File: src/rtl/alu_uart_iface.sv
`default_nettype none
// ============================================================================
// alu_uart_iface : collects A, B and opcode bytes from a UART receiver, drives
// an external registered ALU, then sends back the result byte and a flag byte.
// Revision 1.0
// ============================================================================
module alu_uart_iface #(
  parameter int          N       = 8,
  parameter int          NSel    = 6,
  parameter logic [15:0] TIMEOUT = 16'd50000
) (
  input  logic            i_clock,
  input  logic            i_reset,
  input  logic [7:0]      i_rx_data,
  input  logic            i_rx_done,
  input  logic            i_tx_done,
  input  logic [N-1:0]    i_alu_Result,
  input  logic            i_overflow_Flag,
  input  logic            i_zero_Flag,
  output logic [N-1:0]    o_alu_A,
  output logic [N-1:0]    o_alu_B,
  output logic [NSel-1:0] o_alu_Op,
  output logic [7:0]      o_tx_data,
  output logic            o_tx_start,
  output logic            o_busy,
  output logic            o_frame_err,
  output logic            o_rx_drop
);

  typedef enum logic [2:0] {
    WAIT_A   = 3'd0,
    WAIT_B   = 3'd1,
    WAIT_OP  = 3'd2,
    EXEC     = 3'd3,
    TX_RES   = 3'd4,
    WAIT_RES = 3'd5,
    TX_FLG   = 3'd6,
    WAIT_FLG = 3'd7
  } state_t;

  state_t          r_state;
  state_t          w_next;
  logic            r_exec_cnt;
  logic [15:0]     r_tmo_cnt;
  logic [N-1:0]    r_alu_a;
  logic [N-1:0]    r_alu_b;
  logic [NSel-1:0] r_alu_op;
  logic [7:0]      r_tx_data;
  logic            r_frame_err;
  logic            r_rx_drop;
  logic            w_collect;
  logic            w_tmo_hit;
  logic            w_busy;
  logic            w_tx_start;
  logic [7:0]      w_res_ext;
  logic            w_unused;

  // Only WAIT_B and WAIT_OP are mid-frame; the timeout watches those alone.
  assign w_collect = (r_state == WAIT_B) || (r_state == WAIT_OP);
  // A byte arriving on the expiry cycle takes priority over the timeout.
  assign w_tmo_hit = w_collect && (r_tmo_cnt == TIMEOUT) && !i_rx_done;
  assign w_unused  = ^i_rx_data;

  always_comb begin
    w_res_ext        = '0;
    w_res_ext[N-1:0] = i_alu_Result;
  end

  always_ff @(posedge i_clock or negedge i_reset) begin
    if (!i_reset) begin
      r_state <= WAIT_A;
    end else begin
      r_state <= w_next;
    end
  end

  always_comb begin
    w_next     = r_state;
    w_busy     = 1'b1;
    w_tx_start = 1'b0;
    case (r_state)
      WAIT_A: begin
        w_busy = 1'b0;
        if (i_rx_done) w_next = WAIT_B;
      end
      WAIT_B: begin
        w_busy = 1'b0;
        if (i_rx_done)      w_next = WAIT_OP;
        else if (w_tmo_hit) w_next = WAIT_A;
      end
      WAIT_OP: begin
        w_busy = 1'b0;
        if (i_rx_done)      w_next = EXEC;
        else if (w_tmo_hit) w_next = WAIT_A;
      end
      EXEC: begin
        if (r_exec_cnt) w_next = TX_RES;
      end
      TX_RES: begin
        w_tx_start = 1'b1;
        w_next     = WAIT_RES;
      end
      WAIT_RES: begin
        if (i_tx_done) w_next = TX_FLG;
      end
      TX_FLG: begin
        w_tx_start = 1'b1;
        w_next     = WAIT_FLG;
      end
      WAIT_FLG: begin
        if (i_tx_done) w_next = WAIT_A;
      end
      default: w_next = WAIT_A;
    endcase
  end

  always_ff @(posedge i_clock or negedge i_reset) begin
    if (!i_reset) begin
      r_exec_cnt <= 1'b0;
      r_tmo_cnt  <= '0;
    end else begin
      r_exec_cnt <= (r_state == EXEC) ? ~r_exec_cnt : 1'b0;
      if (i_rx_done || !w_collect || w_tmo_hit) begin
        r_tmo_cnt <= '0;
      end else if (r_tmo_cnt != TIMEOUT) begin
        r_tmo_cnt <= r_tmo_cnt + 16'd1;
      end
    end
  end

  always_ff @(posedge i_clock or negedge i_reset) begin
    if (!i_reset) begin
      r_alu_a     <= '0;
      r_alu_b     <= '0;
      r_alu_op    <= '0;
      r_tx_data   <= '0;
      r_frame_err <= 1'b0;
      r_rx_drop   <= 1'b0;
    end else begin
      r_frame_err <= w_tmo_hit;
      r_rx_drop   <= i_rx_done && w_busy;
      if (i_rx_done && (r_state == WAIT_A))  r_alu_a  <= i_rx_data[N-1:0];
      if (i_rx_done && (r_state == WAIT_B))  r_alu_b  <= i_rx_data[N-1:0];
      if (i_rx_done && (r_state == WAIT_OP)) r_alu_op <= i_rx_data[NSel-1:0];
      if ((r_state == EXEC) && r_exec_cnt) begin
        r_tx_data <= w_res_ext;
      end else if ((r_state == WAIT_RES) && i_tx_done) begin
        r_tx_data <= {6'b000000, i_overflow_Flag, i_zero_Flag};
      end
    end
  end

  assign o_alu_A     = r_alu_a;
  assign o_alu_B     = r_alu_b;
  assign o_alu_Op    = r_alu_op;
  assign o_tx_data   = r_tx_data;
  assign o_tx_start  = w_tx_start;
  assign o_busy      = w_busy;
  assign o_frame_err = r_frame_err;
  assign o_rx_drop   = r_rx_drop;

endmodule
`default_nettype wire

File: config.mk
export PLATFORM = sky130hd
export DESIGN_NAME = alu_uart_iface
export DESIGN_NICKNAME = d
export VERILOG_FILES = /design/src/rtl/alu_uart_iface.sv
export SDC_FILE = /design/constraint.sdc
export NUM_CORES = 1
export LEC_CHECK = 0
export ABC_AREA = 1
export BUFFER_PORTS_ARGS = -buffer_cell sky130_fd_sc_hd__buf_4
export CAP_MARGIN = 20
export CORE_ASPECT_RATIO = 0.9
export CORE_MARGIN = 2
export CORE_UTILIZATION = 57
export CTS_BUF_LIST = sky130_fd_sc_hd__clkbuf_8 sky130_fd_sc_hd__clkbuf_16
export CTS_CLUSTER_DIAMETER = 80
export DETAILED_ROUTE_END_ITERATION = 8
export GPL_TIMING_DRIVEN = 0
export PLACE_DENSITY = 0.84
export REMOVE_ABC_BUFFERS = 1
export SYNTH_ARGS = -nofsm -noshare
export SYNTH_HDL_FRONTEND = slang
export SYNTH_SLANG_ARGS = --single-unit
File: constraint.sdc
create_clock -name i_clock -period 2.4 [get_ports i_clock]
set_input_delay 0.72 -clock i_clock [delete_from_list [all_inputs] [get_ports i_clock]]
set_output_delay 0.72 -clock i_clock [all_outputs]
set_load 0.01 [all_outputs]
==> run metrics, run 1 <==
XOR/XNOR Fraction of Synth Area=around 1.1%; HP Class=input pin to async pin; Die Ht=approximately 66 um; Reg-to-Reg Start=r_state[2]$_DFFE_PN0P_; Worst path depth=3; CP Buf/Inv Count=2; vias per cell=5.20; CP Capture Type=output port; Critical path origin=r_state[2]$_DFFE_PN0P_; Root Driver=clkbuf_8; Comb pwr share=39.1%; cts bufs inserted=5; DP Wirelength=3580 um; Synth cell types=24; Starting Density=59.3%; Psw=1.11 mW; Max Cap Violations=0; postcts setup bufs=0; CP Class=flip-flop to output port; # port buffers=55; first drt pass iteration count=5; Synth-to-Final Area Change=21.7%; commonest non-fill, non-tap cells in the layout=81 x nand2_1, 55 x buf_4, 52 x dfrtp_1, 44 x nor2_1, 32 x inv_1; flops & latches, synth=52; unrepaired setup endpoints after global routing=false; CTS tree=built; Adder-Cell Fraction of Synth Area=1.03%; Clk network pwr share=between 15 and 20%; most common cell after layout, fill and taps aside=nand2_1; register area share after synthesis=53.5%; pin count of the biggest net entering global routing=53; Final period util=78.1%; LEAKAGE=1.52 nW; Final min period=1.87 ns; multiplexer share of the synthesized area=0%; crit start category=flip-flop; Int Power=1.91 mW; Die X=roughly 73 um; post-synthesis simple-gate area fraction=30.2%; vias post-DR=around 2100; Clock Latency Late Sink=0.30 ns; r2r setup slk=~0.74 ns; gpl congestion=0.911; Critical Path End=o_busy; Mapped Area=2430 um^2; data required time of the critical path=1.68 ns; largest family of logic cells by synthesized area=simple AND/OR/NAND/NOR gates; PwrDens=1020 nW/um^2; Synth Area in Compound Gates=7.41%; VDD IR max=0.000715 V; Pwr Total=between 3 and 4 mW; vias in the first global route=1905; Iter 0 DRT Violations=152; max-slew violations=0; critical path arrival=1.15 ns; Max stage delay on crit path=0.48 ns; H-tree levels=2; share of cells above drive strength 1=19.7%; first-pass GRT wire length=8620 um; R2R Path End=o_tx_data[1]$_DFFE_PN0P_; worst reg2reg path depth=7; critical path's slowest cell=dfrtp_1; Routed WL=4960 um; clock transition at the registers of the reported paths=0.09 ns; fmax=533 MHz; worst-path cell chain=inv_2 > nand2_1 > buf_4; # resized after CTS=0; Slew Limit Headroom=58.9%; DIE AREA=4800 um^2; CTS Hold Buffers Added=0; final hold slack=roughly 0.43 ns; DRC violations left=0; Final Hold Fails=0; Area after DPL=2860 um^2; Overflow after GRT=0; status=completed; CTS Sinks=52; TNS Setup=0 ns; final setup violation count=0; Wirelength per Cell=roughly 12 um; design area=2960 um^2; Final ANT Viol Nets=0; GRT Util Overall=23.5%; Nets=379; Ports=56; Core Area=roughly 4100 um^2; warnings from Yosys=0; antenna diode count=0; initial antenna violation count=0; worst-margin pin slew=about 0.6 ns; CP top delay family=flip-flops; Max Buffers Root-to-Sink=2; Worst Clk Skew=0.00344 ns; average size of a mapped cell=8.13 um^2; switch share=36.8%; CP max FO=7; Post-Synthesis Cells=299; row count=22; sequential share of power=44.1%
-- cells in the mapped netlist --
cell type  number  share of area [%]
inv_2           2               0.31
nand2_1        81                 13
nand3_4         1               0.72
nor2_4          2               0.93
nor2_1         44                6.8
buf_2           2               0.41
nor3_1          7                1.4
nand3_2         2               0.82
o21ai_0        26                5.4
dfrtp_1        52                 54
ha_1            2                1.0
nand4_1         5                1.3
nand2_2         1               0.26
nand3_1        21                4.3
inv_1          31                4.8
o21ai_1         2               0.41
clkbuf_1        2               0.31
xor2_1          3                1.1
and3_1          1               0.26
o21bai_1        2               0.62
a21oi_1         5                1.0
buf_6           2               0.93
nand3b_1        2               0.62
and2_1          1               0.26
-- registers in the layout (all words and copies together) (netlist names) --
signal       flops
o_tx_data        8
o_alu_Op         6
o_alu_A          8
r_state          3
r_exec_cnt       1
o_alu_B          8
o_rx_drop        1
o_frame_err      1
r_tmo_cnt       16
-- how the worst min path moves through the flow --
stage	from	to	slack [ns]
5_1_grt	i_reset	r_tmo_cnt[11]$_DFFE_PN0P_	0.47
3_5_place_dp	o_alu_A[2]$_DFFE_PN0P_	o_alu_A[2]$_DFFE_PN0P_	0.47
3_3_place_gp	r_exec_cnt$_DFF_PN0_	r_exec_cnt$_DFF_PN0_	0.46
4_1_cts	i_reset	r_tmo_cnt[15]$_DFFE_PN0P_	0.45
6_report	i_reset	r_tmo_cnt[11]$_DFFE_PN0P_	0.43
2_1_floorplan	i_reset	o_alu_A[0]$_DFFE_PN0P_	0.42
-- worst reg2reg max path: cells and delay by family (launching register included) --
family,cells,cell delay [ns]
simple gates,3,0.50
buf+inv,2,0.40
flops,1,0.48
compound gates,2,0.21
-- cell families (layout without fill, tap and decap cells) --
group	Yosys count	after routing
compound gates	35	35
flops	52	52
fa+ha+maj	2	2
simple gates	168	168
buf+inv	39	96
xor+xnor	3	3
-- power groups by stage --
stage               Clock (mW)  Combinational [mW]  Sequential [mW]
finish                   0.506                1.18             1.34
global route             0.566                1.35             1.38
CTS                      0.518                1.20             1.34
detailed placement           0                1.21             1.34
global placement             0                1.17             1.34
floorplan                    0               0.531             1.43
-- metrics by stage --
stage	setup slack (ns)	cells	utilization [%]
6_report	0.526	404	72.1
4_1_cts	0.516	404	72.1
5_1_grt	0.411	404	72.1
3_3_place_gp	0.482	396	69.8
3_5_place_dp	0.465	396	69.8
2_1_floorplan	0.804	293	-
-- final cells by class --
| type | instances | area (um^2) |
|---|---|---|
| Sequential cell | 52 | 1300 |
| Tap cell | 48 | 60.1 |
| Clock buffer | 6 | 82.6 |
| Inverter | 33 | 124 |
| Fill cell | 322 | 1140 |
| Clock inverter | 2 | 11.3 |
| Timing Repair Buffer | 55 | 413 |
| Multi-Input combinational cell | 208 | 966 |
-- metal layers --
metal	wire length, um	global-route usage [%]
met1	2310	32.4
met2	2260	34.2
met3	339	9.15
met4	55	7.41
met5	0	0
No activity file was read; power rests on OpenSTA's default activity.
==> inputs of run 2 (changes only) <==
--- a/config.mk
+++ b/config.mk
@@ -10,12 +10,12 @@
 export CAP_MARGIN = 20
 export CORE_ASPECT_RATIO = 0.9
 export CORE_MARGIN = 2
-export CORE_UTILIZATION = 57
+export CORE_UTILIZATION = 48
 export CTS_BUF_LIST = sky130_fd_sc_hd__clkbuf_8 sky130_fd_sc_hd__clkbuf_16
 export CTS_CLUSTER_DIAMETER = 80
 export DETAILED_ROUTE_END_ITERATION = 8
 export GPL_TIMING_DRIVEN = 0
-export PLACE_DENSITY = 0.84
+export PLACE_DENSITY = 0.75
 export REMOVE_ABC_BUFFERS = 1
 export SYNTH_ARGS = -nofsm -noshare
 export SYNTH_HDL_FRONTEND = slang
==> constraint.sdc (replaced) <==
create_clock -name i_clock -period 1.6 [get_ports i_clock]
set_input_delay 0.48 -clock i_clock [delete_from_list [all_inputs] [get_ports i_clock]]
set_output_delay 0.48 -clock i_clock [all_outputs]
set_load 0.01 [all_outputs]
==> run 2 against run 1 <==
Net effect: via count increased by 2.4%; routed wire length increased by 6.9%; utilization decreased by 8.7 points; worst hold slack got worse by 0.24 ns; clock power increased by 78%; critical path depth unchanged; critical endpoint unchanged; highest routed layer unchanged.
==> run metrics, run 2 (synthesis results as in run 1) <==
final setup margin=0.0433 ns (was 0.526 ns); Final min period=1.56 ns; Die X=79.0 um (was 72.8 um); critical path arrival=1.08 ns (was 1.15 ns); DR WL met3=340 um (was 339 um); DIE AREA=5650 um^2 (was 4800 um^2); Max stage delay on crit path=0.47 ns (was 0.48 ns); Worst Clk Skew=0.00742 ns (was 0.00344 ns); share of cells above drive strength 1=23.4% (was 19.7%); worst slack, placed=-0.104 ns (was 0.465 ns); Top reg by flops=r_tmo_cnt (unchanged); DRC violations left=0 (unchanged); Routed WL=5300 um (was 4960 um); Wirelength per Cell=12.4 um (was 12.3 um); first drt pass iteration count=4 (was 5); Core Area=4860 um^2 (was 4100 um^2); H-tree levels=2 (unchanged); vias post-DR=2149 (was 2099); DP Wirelength=3750 um (was 3580 um); Final ANT Viol Nets=0 (unchanged); crit start category=flip-flop (unchanged); Nets=387 (was 379); CP Capture Type=output port (unchanged); Iter 0 DRT Violations=120 (was 152); LEAKAGE=1.58 nW (was 1.52 nW); Die Ht=71.5 um (was 66.0 um); Clock Latency Late Sink=0.30 ns (about the same); worst reg2reg path depth=3 (was 7); Final Util=63.5% (was 72.1%); critical path's slowest cell=dfrtp_2 (was dfrtp_1); Worst path depth=3 (unchanged); final hold slack=0.194 ns (was 0.429 ns); data required time of the critical path=1.12 ns (was 1.68 ns); Pwr Total=4.86 mW (was 3.03 mW); DR WL met2=2460 um (was 2260 um); Ports=56 (unchanged); Starting Density=50.0% (was 59.3%); initial antenna violation count=0 (unchanged); Root Driver=clkbuf_8 (unchanged); Synth-to-Final Area Change=27.0% (was 21.7%); clock transition at the registers of the reported paths=0.09 ns (about the same); VDD IR max=0.000887 V (was 0.000715 V); top layer in use=met4 (unchanged); Overflow after GRT=0 (unchanged); CTS Hold Buffers Added=0 (unchanged); R2R Path End=o_alu_A[6]$_DFFE_PN0P_ (was o_tx_data[1]$_DFFE_PN0P_); most common cell after layout, fill and taps aside=nand2_1 (unchanged); CTS Sinks=52 (unchanged); CP max FO=7 (unchanged); vias in the first global route=1954 (was 1905); worst-margin pin slew=0.637 ns (was 0.616 ns); HP Class=input pin to async pin (unchanged); PwrDens=1570 nW/um^2 (was 1020 nW/um^2); # port buffers=55 (unchanged); commonest non-fill, non-tap cells in the layout=80 x nand2_1, 63 x buf_4, 49 x dfrtp_1, 43 x nor2_1, 31 x inv_1 (was 81 x nand2_1, 55 x buf_4, 52 x dfrtp_1, 44 x nor2_1, 32 x inv_1); pin count of the biggest net entering global routing=53 (unchanged); r2r setup slk=0.12 ns (was 0.74 ns); WL met1=2450 um (was 2310 um); Max Cap Violations=0 (unchanged); CP Buf/Inv Count=2 (unchanged); Slew Limit Headroom=57.5% (was 58.9%); CP top delay family=flip-flops (unchanged); max-slew violations=0 (unchanged); vias per cell=5.01 (was 5.20); Final Hold Fails=0 (unchanged); first-pass GRT wire length=8670 um (was 8620 um); Largest register FFs=16 (unchanged); Max Buffers Root-to-Sink=2 (unchanged); Final period util=a little over nine tenths; worst-path cell chain=inv_4 > nand2_1 > buf_4 (was inv_2 > nand2_1 > buf_4); cts bufs inserted=5 (unchanged); fmax=642 MHz; row count=24 (was 22); CTS tree=built (unchanged); status=completed (unchanged); antenna diode count=0 (unchanged); gpl congestion=0.900 (was 0.911); CP Class=flip-flop to output port (unchanged); Reg-to-Reg Start=r_state[0]$_DFFE_PN0P_ (was r_state[2]$_DFFE_PN0P_); final setup violation count=0 (unchanged); GRT Util Overall=19.3% (was 23.5%)
==> run 2: worst reg2reg max path: cells and delay by family (launching register included) <==
family,cells,cell delay [ns]
flops,1,0.47
simple gates,2,0.57
compound gates,1,0.34
==> run 2: metrics by stage <==
step / cell area [um^2] / cells / setup TNS, ns
after floorplan: 2390 / 293 / 0
after global placement: 2890 / 413 / -1.18
after detailed placement: 2890 / 413 / -1.22
after CTS: 3000 / 421 / 0
after global routing: 3090 / 429 / -0.00914
final: 3090 / 429 / 0
==> run 2: where the power goes <==
part | leakage [nW] | switching [mW] | internal, mW
Combinational | 0.842 | 1.04 | 0.891
Clock | 0.0599 | 0.433 | 0.467
Sequential | 0.674 | 0.297 | 1.73
Total | 1.58 | 1.77 | 3.09
==> run 2: layout make-up <==
cell class | instances | area (um^2)
fillers | 443 | 1780
flip-flops and latches | 52 | 1310
multi-input cells | 208 | 986
repair buffers | 63 | 473
inverters | 33 | 130
well taps | 65 | 81.3
clock buffers | 5 | 68.8
clock inverters | 3 | 42.5
==> run 2: worst max-delay path by stage <==
stage / end / slack, ns / startpoint
6_report: o_busy / 0.04 / r_state[2]$_DFFE_PN0P_
5_1_grt: o_busy / -0.009 / r_state[2]$_DFFE_PN0P_
4_1_cts: r_tmo_cnt[15]$_DFFE_PN0P_ / 0.007 / r_state[2]$_DFFE_PN0P_
3_5_place_dp: r_tmo_cnt[13]$_DFFE_PN0P_ / -0.10 / i_rx_done
3_3_place_gp: r_tmo_cnt[13]$_DFFE_PN0P_ / -0.1 / i_rx_done
2_1_floorplan: r_tmo_cnt[10]$_DFFE_PN0P_ / 0.24 / i_rx_done
==> run 2: layer usage <==
metal | vias to the layer above | track usage, %
met1 | 1014 | 26.7
met2 | 55 | 29.6
met5 | - | 0
met4 | 0 | 6.70
li1 | 1076 | -
met3 | 4 | 5.42
==> run 2: what timing repair did <==
action / 4_1_cts / 5_1_grt
pin swaps: 0 / 2
resized for setup: 2 / 8
endpoints found under the setup margin: 7 / 29
buffers inserted: 0 / 8
